File: src/rtl/mul_arb_pkg.sv
`default_nettype none
// +----------------------------------------------------------------------+
// | mul_arb_pkg : shared types/defaults for the multiplier arbiter        |
// | Rev 1.0                                                              |
// +----------------------------------------------------------------------+
package mul_arb_pkg;

    typedef enum logic [2:0] {
        ST_IDLE  = 3'd0,
        ST_START = 3'd1,
        ST_WAIT  = 3'd2,
        ST_DONE  = 3'd3,
        ST_ABORT = 3'd4
    } arb_state_e;

    localparam int RW_DEF      = 17;
    localparam int TIMEOUT_DEF = 64;

endpackage
`default_nettype wire

File: src/rtl/mul_arbiter_rr_pick.sv
`default_nettype none
// +----------------------------------------------------------------------+
// | rr_pick : combinational round-robin priority encoder                  |
// | Rev 1.0                                                              |
// +----------------------------------------------------------------------+
module rr_pick #(
    parameter int NREQ = 4,
    parameter int IDW  = (NREQ > 1) ? $clog2(NREQ) : 1
) (
    input  logic [NREQ-1:0] req,
    input  logic [IDW-1:0]  ptr,
    output logic            gnt_valid,
    output logic [IDW-1:0]  gnt_id
);

    // Walk from the farthest candidate back to ptr+1 so the nearest one wins.
    always_comb begin
        gnt_valid = 1'b0;
        gnt_id    = '0;
        for (int k = NREQ; k >= 1; k--) begin
            if (req[(int'(ptr) + k) % NREQ]) begin
                gnt_valid = 1'b1;
                gnt_id    = IDW'((int'(ptr) + k) % NREQ);
            end
        end
    end

endmodule
`default_nettype wire

File: src/rtl/mul_arbiter.sv
`default_nettype none
// +----------------------------------------------------------------------+
// | mul_arbiter : round-robin sharing of one multi-cycle multiplier       |
// | Rev 1.0                                                              |
// +----------------------------------------------------------------------+
module mul_arbiter
    import mul_arb_pkg::*;
#(
    parameter int NREQ    = 4,
    parameter int W       = 8,
    parameter int RW      = RW_DEF,
    parameter int TIMEOUT = TIMEOUT_DEF
) (
    input  logic              ck,
    input  logic              rst_n,
    input  logic [NREQ-1:0]   req,
    input  logic [NREQ*W-1:0] a_in,
    input  logic [NREQ*W-1:0] b_in,
    output logic [NREQ-1:0]   ack,
    output logic [NREQ-1:0]   done,
    output logic [NREQ-1:0]   err,
    output logic [RW-1:0]     res,
    output logic [W-1:0]      m_a,
    output logic [W-1:0]      m_b,
    output logic              m_start,
    input  logic [RW-1:0]     m_o,
    input  logic              m_fin
);

    localparam int IDW = (NREQ > 1) ? $clog2(NREQ) : 1;
    localparam int WDW = $clog2(TIMEOUT);
    localparam logic [NREQ-1:0] c_one     = NREQ'(1);
    localparam logic [WDW-1:0]  c_wd_last = WDW'(TIMEOUT - 1);

    arb_state_e      state_q, state_d;
    logic [IDW-1:0]  id_q, id_d;
    logic [IDW-1:0]  ptr_q, ptr_d;
    logic [WDW-1:0]  wd_q, wd_d;
    logic [NREQ-1:0] ack_q, ack_d;
    logic [NREQ-1:0] done_q, done_d;
    logic [NREQ-1:0] err_q, err_d;
    logic [RW-1:0]   res_q, res_d;
    logic [W-1:0]    m_a_q, m_a_d;
    logic [W-1:0]    m_b_q, m_b_d;
    logic            m_start_q, m_start_d;

    logic            w_gnt_valid;
    logic [IDW-1:0]  w_gnt_id;
    logic [W-1:0]    w_a_arr [NREQ];
    logic [W-1:0]    w_b_arr [NREQ];

    for (genvar gi = 0; gi < NREQ; gi++) begin : g_unpack
        assign w_a_arr[gi] = a_in[gi*W +: W];
        assign w_b_arr[gi] = b_in[gi*W +: W];
    end

    rr_pick #(
        .NREQ (NREQ),
        .IDW  (IDW)
    ) u_rr_pick (
        .req       (req),
        .ptr       (ptr_q),
        .gnt_valid (w_gnt_valid),
        .gnt_id    (w_gnt_id)
    );

    always_comb begin
        state_d   = state_q;
        id_d      = id_q;
        ptr_d     = ptr_q;
        wd_d      = wd_q;
        res_d     = res_q;
        m_a_d     = m_a_q;
        m_b_d     = m_b_q;
        ack_d     = '0;
        done_d    = '0;
        err_d     = '0;
        m_start_d = 1'b0;

        case (state_q)
            ST_IDLE: begin
                wd_d = '0;
                if (w_gnt_valid) begin
                    id_d      = w_gnt_id;
                    m_a_d     = w_a_arr[w_gnt_id];
                    m_b_d     = w_b_arr[w_gnt_id];
                    ack_d     = c_one << w_gnt_id;
                    m_start_d = 1'b1;
                    state_d   = ST_START;
                end
            end
            ST_START: begin
                wd_d    = '0;
                state_d = ST_WAIT;
            end
            ST_WAIT: begin
                // A completion arriving on the last watchdog cycle still wins.
                if (m_fin) begin
                    res_d   = m_o;
                    done_d  = c_one << id_q;
                    ptr_d   = id_q;
                    state_d = ST_DONE;
                end else if (wd_q == c_wd_last) begin
                    err_d   = c_one << id_q;
                    ptr_d   = id_q;
                    state_d = ST_ABORT;
                end else begin
                    wd_d = wd_q + WDW'(1);
                end
            end
            ST_DONE, ST_ABORT: begin
                wd_d    = '0;
                state_d = ST_IDLE;
            end
            default: begin
                wd_d    = '0;
                state_d = ST_IDLE;
            end
        endcase
    end

    always_ff @(posedge ck) begin
        if (!rst_n) begin
            state_q   <= ST_IDLE;
            id_q      <= '0;
            ptr_q     <= IDW'(NREQ - 1);
            wd_q      <= '0;
            ack_q     <= '0;
            done_q    <= '0;
            err_q     <= '0;
            res_q     <= '0;
            m_a_q     <= '0;
            m_b_q     <= '0;
            m_start_q <= 1'b0;
        end else begin
            state_q   <= state_d;
            id_q      <= id_d;
            ptr_q     <= ptr_d;
            wd_q      <= wd_d;
            ack_q     <= ack_d;
            done_q    <= done_d;
            err_q     <= err_d;
            res_q     <= res_d;
            m_a_q     <= m_a_d;
            m_b_q     <= m_b_d;
            m_start_q <= m_start_d;
        end
    end

    assign ack     = ack_q;
    assign done    = done_q;
    assign err     = err_q;
    assign res     = res_q;
    assign m_a     = m_a_q;
    assign m_b     = m_b_q;
    assign m_start = m_start_q;

endmodule
`default_nettype wire

File: config.mk
export PLATFORM = sky130hd
export DESIGN_NAME = mul_arbiter
export DESIGN_NICKNAME = d
export VERILOG_FILES = /design/src/rtl/mul_arb_pkg.sv /design/src/rtl/mul_arbiter_rr_pick.sv /design/src/rtl/mul_arbiter.sv
export SDC_FILE = /design/constraint.sdc
export NUM_CORES = 1
export LEC_CHECK = 0
export BUFFER_PORTS_ARGS = -buffer_cell sky130_fd_sc_hd__buf_2
export CORE_ASPECT_RATIO = 2
export CORE_UTILIZATION = 49
export CTS_CLUSTER_DIAMETER = 150
export DETAILED_ROUTE_END_ITERATION = 8
export PLACE_DENSITY_LB_ADDON = 0.1
export SYNTH_ARGS = -nofsm -noshare
export SYNTH_HDL_FRONTEND = slang
export SYNTH_SLANG_ARGS = --single-unit
File: constraint.sdc
create_clock -name ck -period 4.7 [get_ports ck]
set_input_delay 0.235 -clock ck [delete_from_list [all_inputs] [get_ports ck]]
set_output_delay 0.235 -clock ck [all_outputs]
set_load 0.03 [all_outputs]
Yosys cells after proc, flatten, opt, wreduce, memory -nomap -nowiden
Index checks and enable logic that the tools add are counted.
{ "totals": {"mem_bits_ro": 0, "input_bits": 88, "latch_bits": 0, "word_cells": 86, "ram_bits": 0, "out_inout_bits": 46, "memories": 0, "reg_bits": 59} }
{ "op_classes": {"div_mod_pow": 0, "bitwise_logic": 9, "muxes": 33, "mul": 0, "n_eq_ne": 5, "add_sub_neg": 5, "n_lt_le_gt_ge": 5, "shift": 2, "reduce_logical": 16} }
{ "op_table": {"columns": ["op", "count"], "rows": [
  ["$bmux 8 s2", 2],
  ["$mux 8", 4],
  ["$lt 3x4->1 const B", 4],
  ["$reduce_and 2->1", 7],
  ["$mux 1", 13],
  ["$mux 2", 6],
  ["$mux 3", 3],
  ["$pmux 3 s3", 1],
  ["$bmux 1 s2", 4],
  ["$reduce_or 2->1", 4],
  ["$shl 1x2->4 const A", 2],
  ["$add 6x1->6 const B", 1],
  ["$eq 6x6->1 const B", 1],
  ["$reduce_and 3->1", 2],
  ["$add 2x1->2 const B", 2],
  ["$add 2x2->2 const B", 2],
  ["$and 1x1->1 const A", 4],
  ["$not 1->1", 4],
  ["$reduce_or 4->1", 1],
  ["$eq 3x1->1 const B", 1],
  ["$eq 3x2->1 const B", 1],
  ["$ge 3x3->1 const B", 1],
  ["$logic_not 3->1", 1],
  ["$ne 3x3->1 const B", 1],
  ["other kinds (3)", 3]
]} }

Longest topological paths before layout
Gate-level depths: netlist of the first run.
{ "depth": {"ltp_word": 14, "mapped_depth": 7, "mapped_depth_nobuf": 6} }

Cells and area by module
From an unflattened synthesis of the first run, not the netlist that was laid out.
{ "hier_totals": {"hier_cells": 240, "hier_area_um2": 2586.2} }
{ "modules_own_cells": {"columns": ["module", "seq_area_each_um2", "area_each_um2", "cells_each", "n_inst"], "rows": [
  ["mul_arbiter", 1181.1, 2494.9, 226, 1],
  ["rr_pick", 0.0, 91.3, 14, 1]
]} }

Worst setup path before layout of the first run
No wires, ideal clock.
{ "synth_timing": {"path_type": "register to register", "startpoint": "reg ptr_q[1]", "endpoint": "reg m_a_q[5] (netlist: m_a[5])", "path_slack_ns": 2.974, "t_required_ns": 4.621, "path_stages_with_launch": 8, "setup_time_ns": 0.079, "arrival_time_ns": 1.647, "period_less_slack_ns": 1.726, "path_buffers": 2, "cell_sequence": "dfxtp_1 -> mux2i_1 -> o22a_1 -> o21a_1 -> buf_2 -> buf_2 -> mux2_2 -> o211ai_1"} }
{ "synth_via": {"elab_chain_cells": 12, "elab_cells_between_ends": 29, "cone_classes": "add/sub: 4; mux: 23; bitwise: 1; reduce/logical: 1"} }
{ "synth_lines": {"columns": ["item", "line_no", "rtl"], "rows": [
  ["start, declared", "mul_arbiter.sv:37", "logic [IDW-1:0] ptr_q, ptr_d;"],
  ["start signal, assigned", "mul_arbiter.sv:126", "ptr_q <= IDW'(NREQ - 1);"],
  ["start signal, assigned", "mul_arbiter.sv:138", "ptr_q <= ptr_d;"],
  ["$add 2x1->2", "mul_arbiter_rr_pick.sv:21, mul_arbiter_rr_pick.sv:23", null],
  ["$bmux 1 s2", "mul_arbiter_rr_pick.sv:21", "if (req[(int'(ptr) + k) % NREQ]) begin"],
  ["$mux 1 (not written as such) (2 in series)", "mul_arbiter_rr_pick.sv:21", null],
  ["$mux 2 (4 in series)", "mul_arbiter_rr_pick.sv:21", null],
  ["$not 2->3 (not written as such)", "mul_arbiter.sv:85", "m_a_d = w_a_arr[w_gnt_id];"],
  ["$bmux 8 s2", "mul_arbiter.sv:85", null],
  ["$mux 8 (not written as such) (2 in series)", "mul_arbiter.sv:85", null],
  ["end signal, assigned", "mul_arbiter.sv:144", "m_a_q <= m_a_d;"],
  ["end, declared", "mul_arbiter.sv:43", "logic [W-1:0] m_a_q, m_a_d;"]
]} }
Several ways; a longest one is shown, not always the timed one. The select of a mux whose other input is x is not followed.
A chain may end at the register's enable or synchronous reset.

Worst setup path after layout of the first run
{ "layout_timing": {"startpoint": "reg state_q[0]", "endpoint": "reg m_a_q[7] (netlist: m_a[7])"} }
{ "layout_via": {"elab_chain_cells": 2} }
{ "layout_lines": {"columns": ["item", "line_no", "rtl"], "rows": [
  ["start, declared", "mul_arbiter.sv:35", "arb_state_e state_q, state_d;"],
  ["start signal, assigned", "mul_arbiter.sv:136", "state_q <= state_d;"],
  ["$logic_not 3->1", "mul_arbiter.sv:80", "case (state_q)"],
  ["$reduce_and 2->1 (no line)", null, null]
]} }
No other way between the ends.

==> results_dict.tcl, run 1 <==
set metrics [dict create \
    outcome "finished clean" \
    fin_crit_ps 2500 \
    antenna_found_initial 0 \
    num_vias 2623 \
    power_density_nw_per_um2 358 \
    dieWidth_um 54.6 \
    slew_headroom 0.296 \
    die_area_um2 5860 \
    clkLatencyLatePin_ps 330 \
    initial_core_util 0.505 \
    numCtsBuffers 9 \
    avgSynthCellArea_um2 8.84 \
    tightestPinTransition_ps 1050 \
    setup_tns_ps 0 \
    root_buffer "clkbuf_8" \
    path_clk_slew_ps 60 \
    instances_no_fill 496 \
    drv_cap 0 \
    place_hpwl_mm 4.71 \
    required_ps 4950 \
    synth.largest_area_cell "dfxtp_1" \
    critical_path_class "flip-flop to flip-flop" \
    ys_ff_latch 59 \
    slew_viol_final 0 \
    die-height_um 107 \
    path_max_fanout 35 \
    yosysUniqueCellTypes 40 \
    leakagePower_nw 1.77 \
    grt_max_degree 36 \
    seq_area_frac_synth 0.435 \
    numPlacedInstances 480 \
    io_buffers 133 \
    io_pins 134 \
    routabilityCongestion 0.777 \
    finalHoldViolCount 0 \
    wirelength_mm 6.55 \
    setup-violations-final 0 \
    postCtsSetupBuffers 0 \
    start_kind "flip-flop" \
    drt_pre_antenna_iters 4 \
    async_flop_share 0 \
    cp_data_arrival_time_ps 2750 \
    ant_nets 0 \
    n_fill_cell 514 \
    post-route-drc-count 0 \
    synth_nets 396 \
    ctsLongestPathBuffers 2 \
    final_core_util 0.659 \
    final.setup_skew_ps 5.15 \
    ys_top_cells_by_area "dfxtp_1 (44%), mux2i_1 (10%), nand2_1 (8.2%)" \
    yosys_warnings 0 \
    cts_tree "yes" \
    drive_gt1_frac 0.360 \
    total_power_mw 1.27 \
    yosys.area.top_type_share 0.435 \
    syn_inst 307 \
    grt_pass1_wl_mm 9.74 \
    synth_area_um2 2720 \
    grtUsageTotal 0.231 \
    htreeDepth 3 \
    areaGrowthSynthToFinish_pct 30.4 \
    fmax_mhz 400 \
    grt_pass1_vias 2280 \
    ys_top_cells_by_count "dfxtp_1 (59), nand2_1 (59), mux2i_1 (28)" \
    dr.first_iter.drc_count 50 \
    cts_hold_buf 0 \
    synth_edf_count 0 \
    post_drt_wl_per_cell_um 13.2 \
    grt-ovfl-total 0 \
    nNetsFinal 520 \
    hp-class "input pin to flip-flop" \
    core.rowCount 38 \
    vias_per_cell 5.29 \
    diodes 0 \
    hold_ws_ps 138 \
    core-area_um2 5370 \
    min_path_cells 3 \
    clock-sinks 59 \
    end_kind "flip-flop" \
    irDropWorstVdd_v 0.000269 \
    finalCritPeriodShare 0.532 \
    ff2ff_setup_slack_ps 2200 \
    ctsResizeCount 0 \
    rsz0062_at_grt "false" \
    synth-main-ff-cell "dfxtp_1" \
    reg2reg_depth 4 \
]
## worst max-delay path, stage by stage, from the launching register on
cell and delay, ps:
dfxtp_1 310, nor2_1 330, and4b_1 940, nand2_1 510, o211ai_1 300
## final cells by class
class	instances	area, um^2	share of cell area
repair buffers	133	666	0.188
multi-input cells	226	1420	0.400
clock inverters	5	52.6	0.0148
inverters	2	7.51	0.00212
flip-flops and latches	59	1180	0.334
clock buffers	11	141	0.0399
well taps	60	75.1	0.0212
## report_power, final
| part | switching (mW) | total (mW) | internal, mW |
|---|---|---|---|
| Clock | 0.195 | 0.451 | 0.256 |
| Combinational | 0.161 | 0.261 | 0.100 |
| Sequential | 0.0211 | 0.556 | 0.535 |
## layout by cell type, fill, tap and decap left out, types with 2 or more instances in the layout
cell and count:
a21boi_0 17, nand4_1 2, xor2_1 3, nor3_1 2, dfxtp_1 59, nand2_1 59, mux2_2 5, inv_1 2
clkbuf_8 10, nand2b_1 5, mux2_1 2, o211ai_1 16, a21oi_1 3, mux2i_1 28, nor2_1 20, clkinv_2 3
o21ai_0 4, buf_2 133, nand3_1 17, and3_1 22, nor2b_1 2
## cells by family (layout without fill, tap and decap cells)
| family | count (synthesis) | in the layout | synth area share |
|---|---|---|---|
| buffers and inverters | 22 | 151 | 0.0433 |
| multiplexers | 35 | 35 | 0.132 |
| flip-flops | 59 | 59 | 0.435 |
| AND/OR/NAND/NOR | 137 | 137 | 0.239 |
| adder cells (fa/ha/maj) | 1 | 1 | 0.00461 |
| AO/OA/AOI/OAI | 49 | 49 | 0.133 |
| XOR/XNOR | 4 | 4 | 0.0129 |
## stage by stage
stage	worst slack, ps	area [um^2]
final	2200	3540
after global routing	1960	3540
after CTS	2240	3540
after detailed placement	2260	3350
after global placement	2330	3350
after floorplan	2970	2720
## registers in the layout (all words and copies together) (netlist names), 3 cells and up
| name | count |
|---|---|
| ack | 4 |
| done | 4 |
| err | 4 |
| m_a | 8 |
| m_b | 8 |
| res | 17 |
| state_q | 3 |
| wd_q | 6 |
## path summary, 6_finish.rpt
path | startpoint | endpoint
max | state_q[0] | m_a[7]
min | m_o[16] | res[16]
max reg2reg | state_q[0] | m_a[7]
min reg2reg | state_q[2] | state_q[1]
## layer usage
| metal | track usage | up-vias | wire length [um] |
|---|---|---|---|
| li1 | - | 1322 | - |
| met1 | 0.229 | 1185 | 2520 |
| met2 | 0.393 | 102 | 3450 |
| met3 | 0.0847 | 14 | 456 |
| met4 | 0.119 | 0 | 119 |
| met5 | 0 | - | 0 |
No activity file was read; power rests on OpenSTA's default activity.
==> run 2, diff against run 1 <==
CORE_UTILIZATION = 46   (was 49)
clock period = 2.34 ns   (was 4.7 ns; I/O delays follow)
==> run 2 against run 1 <==
Compared with the run above:
- total power up 130%
- fmax up 36%
- clock skew about the same
- count of clock-buffer cells in the layout up 4
- final cell count up 2.2%
- utilization down 0.60 points
- non-clock buffer count up 10
==> results_dict.tcl, run 2 (synthesis results as in run 1) <==
set metrics [dict create \
    final_cell_mix "buf_2 (133), nand2_1 (59), dfxtp_1 (59), mux2i_1 (28), and3_1 (22)" \
    hold_ws_ps 46.1 \
    multi_input_area_um2 1420 \
    total_power_mw 2.90 \
    fin_crit_ps 1840 \
    slowest_stage "o31a_1" \
    final_core_util 0.653 \
    drv_cap 0 \
    htreeDepth 3 \
    place_hpwl_mm 5.03 \
    critical_path.cell_chain "and3b_1, o31a_1, nand2_1, o211ai_1" \
    clkLatencyLatePin_ps 320 \
    root_buffer "clkbuf_16" \
    ant_nets 0 \
    ctsResizeCount 0 \
    setup_tns_ps 0 \
    r2r-start "ptr_q[1]" \
    io_pins 134 \
    required_ps 2580 \
    critPathBufInv 0 \
    crit_family "compound AO/OA/AOI/OAI gates" \
    ctsLongestPathBuffers 2 \
    cts_hold_buf 0 \
    diodes 0 \
    n_fill_cell 531 \
    dieWidth_um 56.3 \
    wirelength_mm 6.75 \
    post_drt_wl_per_cell_um 13.3 \
    drt_pre_antenna_iters 4 \
    dr.first_iter.drc_count 130 \
    antenna_found_initial 0 \
    instances_no_fill 507 \
    cp_data_arrival_time_ps 2070 \
    final.setup_skew_ps 5.48 \
    numCtsBuffers 9 \
    clock-sinks 59 \
    cts_tree "yes" \
    power_density_nw_per_um2 777 \
    cpPeakStageDelay_ps 500 \
    vias_per_cell 5.19 \
    num_vias 2631 \
    initial_core_util 0.476 \
    nNetsFinal 530 \
    grtUsageTotal 0.226 \
    grt_pass1_vias 2452 \
    critPathLaunch "ptr_q[1]" \
    seq_area_um2 1180 \
    rsz0062_at_grt "false" \
    grt-ovfl-total 0 \
    end_kind "flip-flop" \
    tightestPinTransition_ps 563 \
    numPlacedInstances 491 \
    setup-violations-final 0 \
    leakagePower_nw 1.87 \
    path_clk_slew_ps 50 \
    worstHoldStart "m_o[11]" \
    critical_path_class "flip-flop to flip-flop" \
    core-area_um2 5710 \
    slew_headroom 0.624 \
    die_area_um2 6230 \
    irDropWorstVdd_v 0.000795 \
    grt_pass1_wl_mm 10.9 \
    path_max_fanout 21 \
    outcome "finished clean" \
    grt_max_degree 35 \
    routabilityCongestion 0.895 \
    die-height_um 111 \
    io_buffers 133 \
    largest_reg_flops 17 \
    areaGrowthSynthToFinish_pct 37.3 \
    slew_viol_final 0 \
    postCtsSetupBuffers 0 \
    core.rowCount 39 \
    finalCritPeriodShare 0.786 \
    drive_gt1_frac 0.372 \
    finalHoldViolCount 0 \
    hp-class "input pin to flip-flop" \
    fmax_mhz 544 \
    mostFrequentLayoutCell "buf_2" \
    start_kind "flip-flop" \
    post-route-drc-count 0 \
]
run 2: power by group:
| part | internal (mW) | switching, mW | total (mW) |
|---|---|---|---|
| Combinational | 0.222 | 0.325 | 0.547 |
| Sequential | 1.08 | 0.0430 | 1.12 |
| Clock | 0.828 | 0.402 | 1.23 |
| Total | 2.13 | 0.770 | 2.90 |
run 2: routing by layer:
metal  up-vias  share of wire  track usage
li1       1341              -            -
met5         -              0            0
met1      1183           0.39        0.239
met2        94           0.52        0.396
met3        13          0.068       0.0688
met4         0          0.024        0.107
run 2: final cells by class:
class	instances	area share
Clock buffer	15	0.0772
Clock inverter	1	0.00134
Inverter	2	0.00201
Multi-Input combinational cell	226	0.380
Sequential cell	59	0.317
Tap cell	61	0.0205
Timing Repair Buffer	143	0.202
run 2: stage by stage:
stage,cell area (um^2),worst slack (ps)
after floorplan,2720,614
after detailed placement,3440,432
after global routing,3730,369
after CTS,3730,520
after global placement,3440,494
final,3730,501
run 2: worst reg2reg max path: stages (launching register included):
cell and delay [ps]:
dfxtp_1 440, and3b_1 230, o31a_1 500, nand2_1 330, o211ai_1 250
run 2: path summary, 6_finish.rpt:
path	end	slack (ps)	depth (start not counted)
worst max-delay path	m_b[7]	500	4
worst min-delay path	res[11]	50	3
worst max register to register	m_b[7]	500	4
worst min register to register	state_q[1]	420	1
==> run 3, diff against run 2 <==
ABC_AREA = 1   (was unset)
CORE_UTILIZATION = 47   (was 46)
clock period = 1.8 ns   (was 2.34 ns; I/O delays follow)
==> run 3 against run 2 <==
Compared with the run above:
- area after synthesis rose by 10%
- combinational power grew to 3.5 times the previous value
- fmax up 9.0%
- clock skew decreased by 2.5 ps
- routed wire length is 21% higher
- highest routed layer unchanged
==> results_dict.tcl, run 3 <==
set metrics [dict create \
    outcome "finished clean" \
    ys_top_cells_by_count "nand2_1 (124), dfxtp_1 (59), inv_1 (49)" \
    seq_area_um2 1190 \
    rsz0062_at_grt "false" \
    muxShareOfSynthArea 0 \
    async_flop_share 0 \
    dp_slack_ps -102 \
    drv_cap 0 \
    initial_core_util 0.495 \
    synth_edf_count 0 \
    yosys_warnings 0 \
    yosysMostFrequentCell "nand2_1" \
    grt_pass1_vias 3098 \
    r2r-start "ptr_q[0]" \
    final_cell_mix "buf_2 (133), nand2_1 (123), dfxtp_1 (57), inv_1 (49), nor2_1 (46)" \
    slew_viol_final 0 \
    fin_crit_ps 1690 \
    numCtsBuffers 9 \
    ys_top_cells_by_area "dfxtp_1 (39%), nand2_1 (16%), inv_1 (6.1%)" \
    synth_nets 513 \
    yosysUniqueCellTypes 34 \
    final_core_util 0.711 \
    dieWidth_um 58.5 \
    setup-violations-final 0 \
    synth-xor-area-share 0.00292 \
    required_ps 2070 \
    slew_headroom 0.791 \
    grt_max_degree 28 \
    syn_inst 424 \
    drive_gt1_frac 0.369 \
    power_density_nw_per_um2 1250 \
    place_hpwl_mm 5.74 \
    path_clk_slew_ps 50 \
    largest_reg_flops 17 \
    avgSynthCellArea_um2 7.07 \
    areaGrowthSynthToFinish_pct 43.6 \
    drt_pre_antenna_iters 4 \
    seq_area_frac_synth 0.394 \
    synth_compound_gate_area_share 0.0592 \
    core-area_um2 6060 \
    vias_per_cell 4.80 \
    cts_tree "yes" \
    irDropWorstVdd_v 0.000779 \
    path_max_fanout 8 \
    mostFrequentLayoutCell "buf_2" \
    io_buffers 133 \
    multi_input_area_um2 1520 \
    dr.first_iter.drc_count 168 \
    cp_data_arrival_time_ps 1960 \
    critical_path_class "flip-flop to flip-flop" \
    post_drt_wl_per_cell_um 12.1 \
    diodes 0 \
    die_area_um2 6720 \
    leakagePower_nw 2.39 \
    finalCritPeriodShare 0.937 \
    yosys.area.top_type_share 0.394 \
    grt-ovfl-total 0 \
    synth-main-ff-cell "dfxtp_1" \
    finalHoldViolCount 0 \
    n_fill_cell 517 \
    grtUsageTotal 0.244 \
    worstHoldStart "m_o[13]" \
    synthSimpleGateAreaFrac 0.428 \
    final_cell_area_um2 4310 \
    clkLatencyLatePin_ps 330 \
    final.setup.worst_slack_ps 113 \
    synth_fa_ha_area_frac 0.00417 \
    die-height_um 115 \
    fmax_mhz 593 \
    synth_area_um2 3000 \
    num_vias 3235 \
    core.rowCount 40 \
    critPathLaunch "ptr_q[0]" \
    placed_cell_area_um2 3730 \
    root_buffer "clkbuf_16" \
    tightestPinTransition_ps 312 \
    wirelength_mm 8.18 \
    hp-class "input pin to flip-flop" \
    ys_ff_latch 59 \
    grt_pass1_wl_mm 12.5 \
    antenna_found_initial 0 \
    end_kind "flip-flop" \
    io_pins 134 \
    final.setup_skew_ps 2.96 \
    synth.largest_area_cell "dfxtp_1" \
    start_kind "flip-flop" \
    routabilityCongestion 0.849 \
    htreeDepth 3 \
    hold_ws_ps 5.24 \
    nNetsFinal 674 \
    post-route-drc-count 0 \
    clock-sinks 59 \
    ctsLongestPathBuffers 2 \
    ant_nets 0 \
    synth_top_family_by_area "simple AND/OR/NAND/NOR gates" \
]
-- run 3: cell count changes after synthesis, moves of 15 or more --
cell | before | now
mux2i_1 | 28 | 0
nand3_1 | 17 | 32
inv_1 | 2 | 49
a21boi_0 | 17 | 0
nand3_2 | 0 | 18
o21ai_0 | 4 | 21
nand2_1 | 59 | 124
and3_1 | 22 | 0
nor2_1 | 20 | 47
-- run 3: cells by family after synthesis --
logic type	Yosys count
and+or+nand+nor	260
DFF	59
adders and majority gates	1
buffers and inverters	70
AOI/OAI and AO/OA	33
xor gates and xnor gates	1
-- run 3: worst max-delay path, cell delays in order (launching register included) --
cell and delay (ps):
dfxtp_4 390, inv_6 60, nand2_1 60, nand2_1 80, nand2_1 90, nand2_2 80, nor2_4 120, nand2_2 80
nand2_4 100, inv_4 80, nor2_4 280, nand3_2 120, nand3_2 80
-- run 3: worst paths after layout --
check             to  slack [ps]  cells after the start
max           m_a[7]         110                     12
min          res[13]           5                      3
max reg2reg   m_a[7]         110                     12
min reg2reg   m_b[5]         450                      2
-- run 3: stage by stage --
step / instances / TNS (ps) / power [mW]
2_1_floorplan: 424 / 0 / 3.02
3_3_place_gp: 636 / -96.8 / 3.44
3_5_place_dp: 636 / -645 / 3.47
4_1_cts: 669 / 0 / 5.32
5_1_grt: 674 / 0 / 5.68
6_report: 674 / 0 / 5.39
-- run 3: power by group --
group | switching (mW) | internal, mW | leakage, nW
Clock | 0.597 | 1.21 | 0.153
Combinational | 1.26 | 0.666 | 1.76
Sequential | 0.125 | 1.53 | 0.481
-- run 3: layout make-up --
cell class | count | share of cell area
clock buffers | 10 | 0.0532
clock inverters | 6 | 0.0209
inverters | 57 | 0.0532
multi-input cells | 297 | 0.352
flip-flops and latches | 59 | 0.275
well taps | 84 | 0.0244
repair buffers | 161 | 0.221
-- run 3: repair_timing --
action | 4_1_cts | 5_1_grt
setup buffers | 0 | 2
hold buffers | 17 | 0
pin swaps | 0 | 4
gates resized for setup | 2 | 6
endpoints found under the setup margin | 15 | 20
endpoints found under the hold margin | 17 | 0
gates cloned | 0 | 3
-- run 3: metal layers --
metal,vias up,track usage,share of wire
met4,0,0.146,0.033
met5,-,0,0
met3,26,0.0506,0.056
met2,130,0.487,0.56
li1,1644,-,-
met1,1435,0.207,0.35
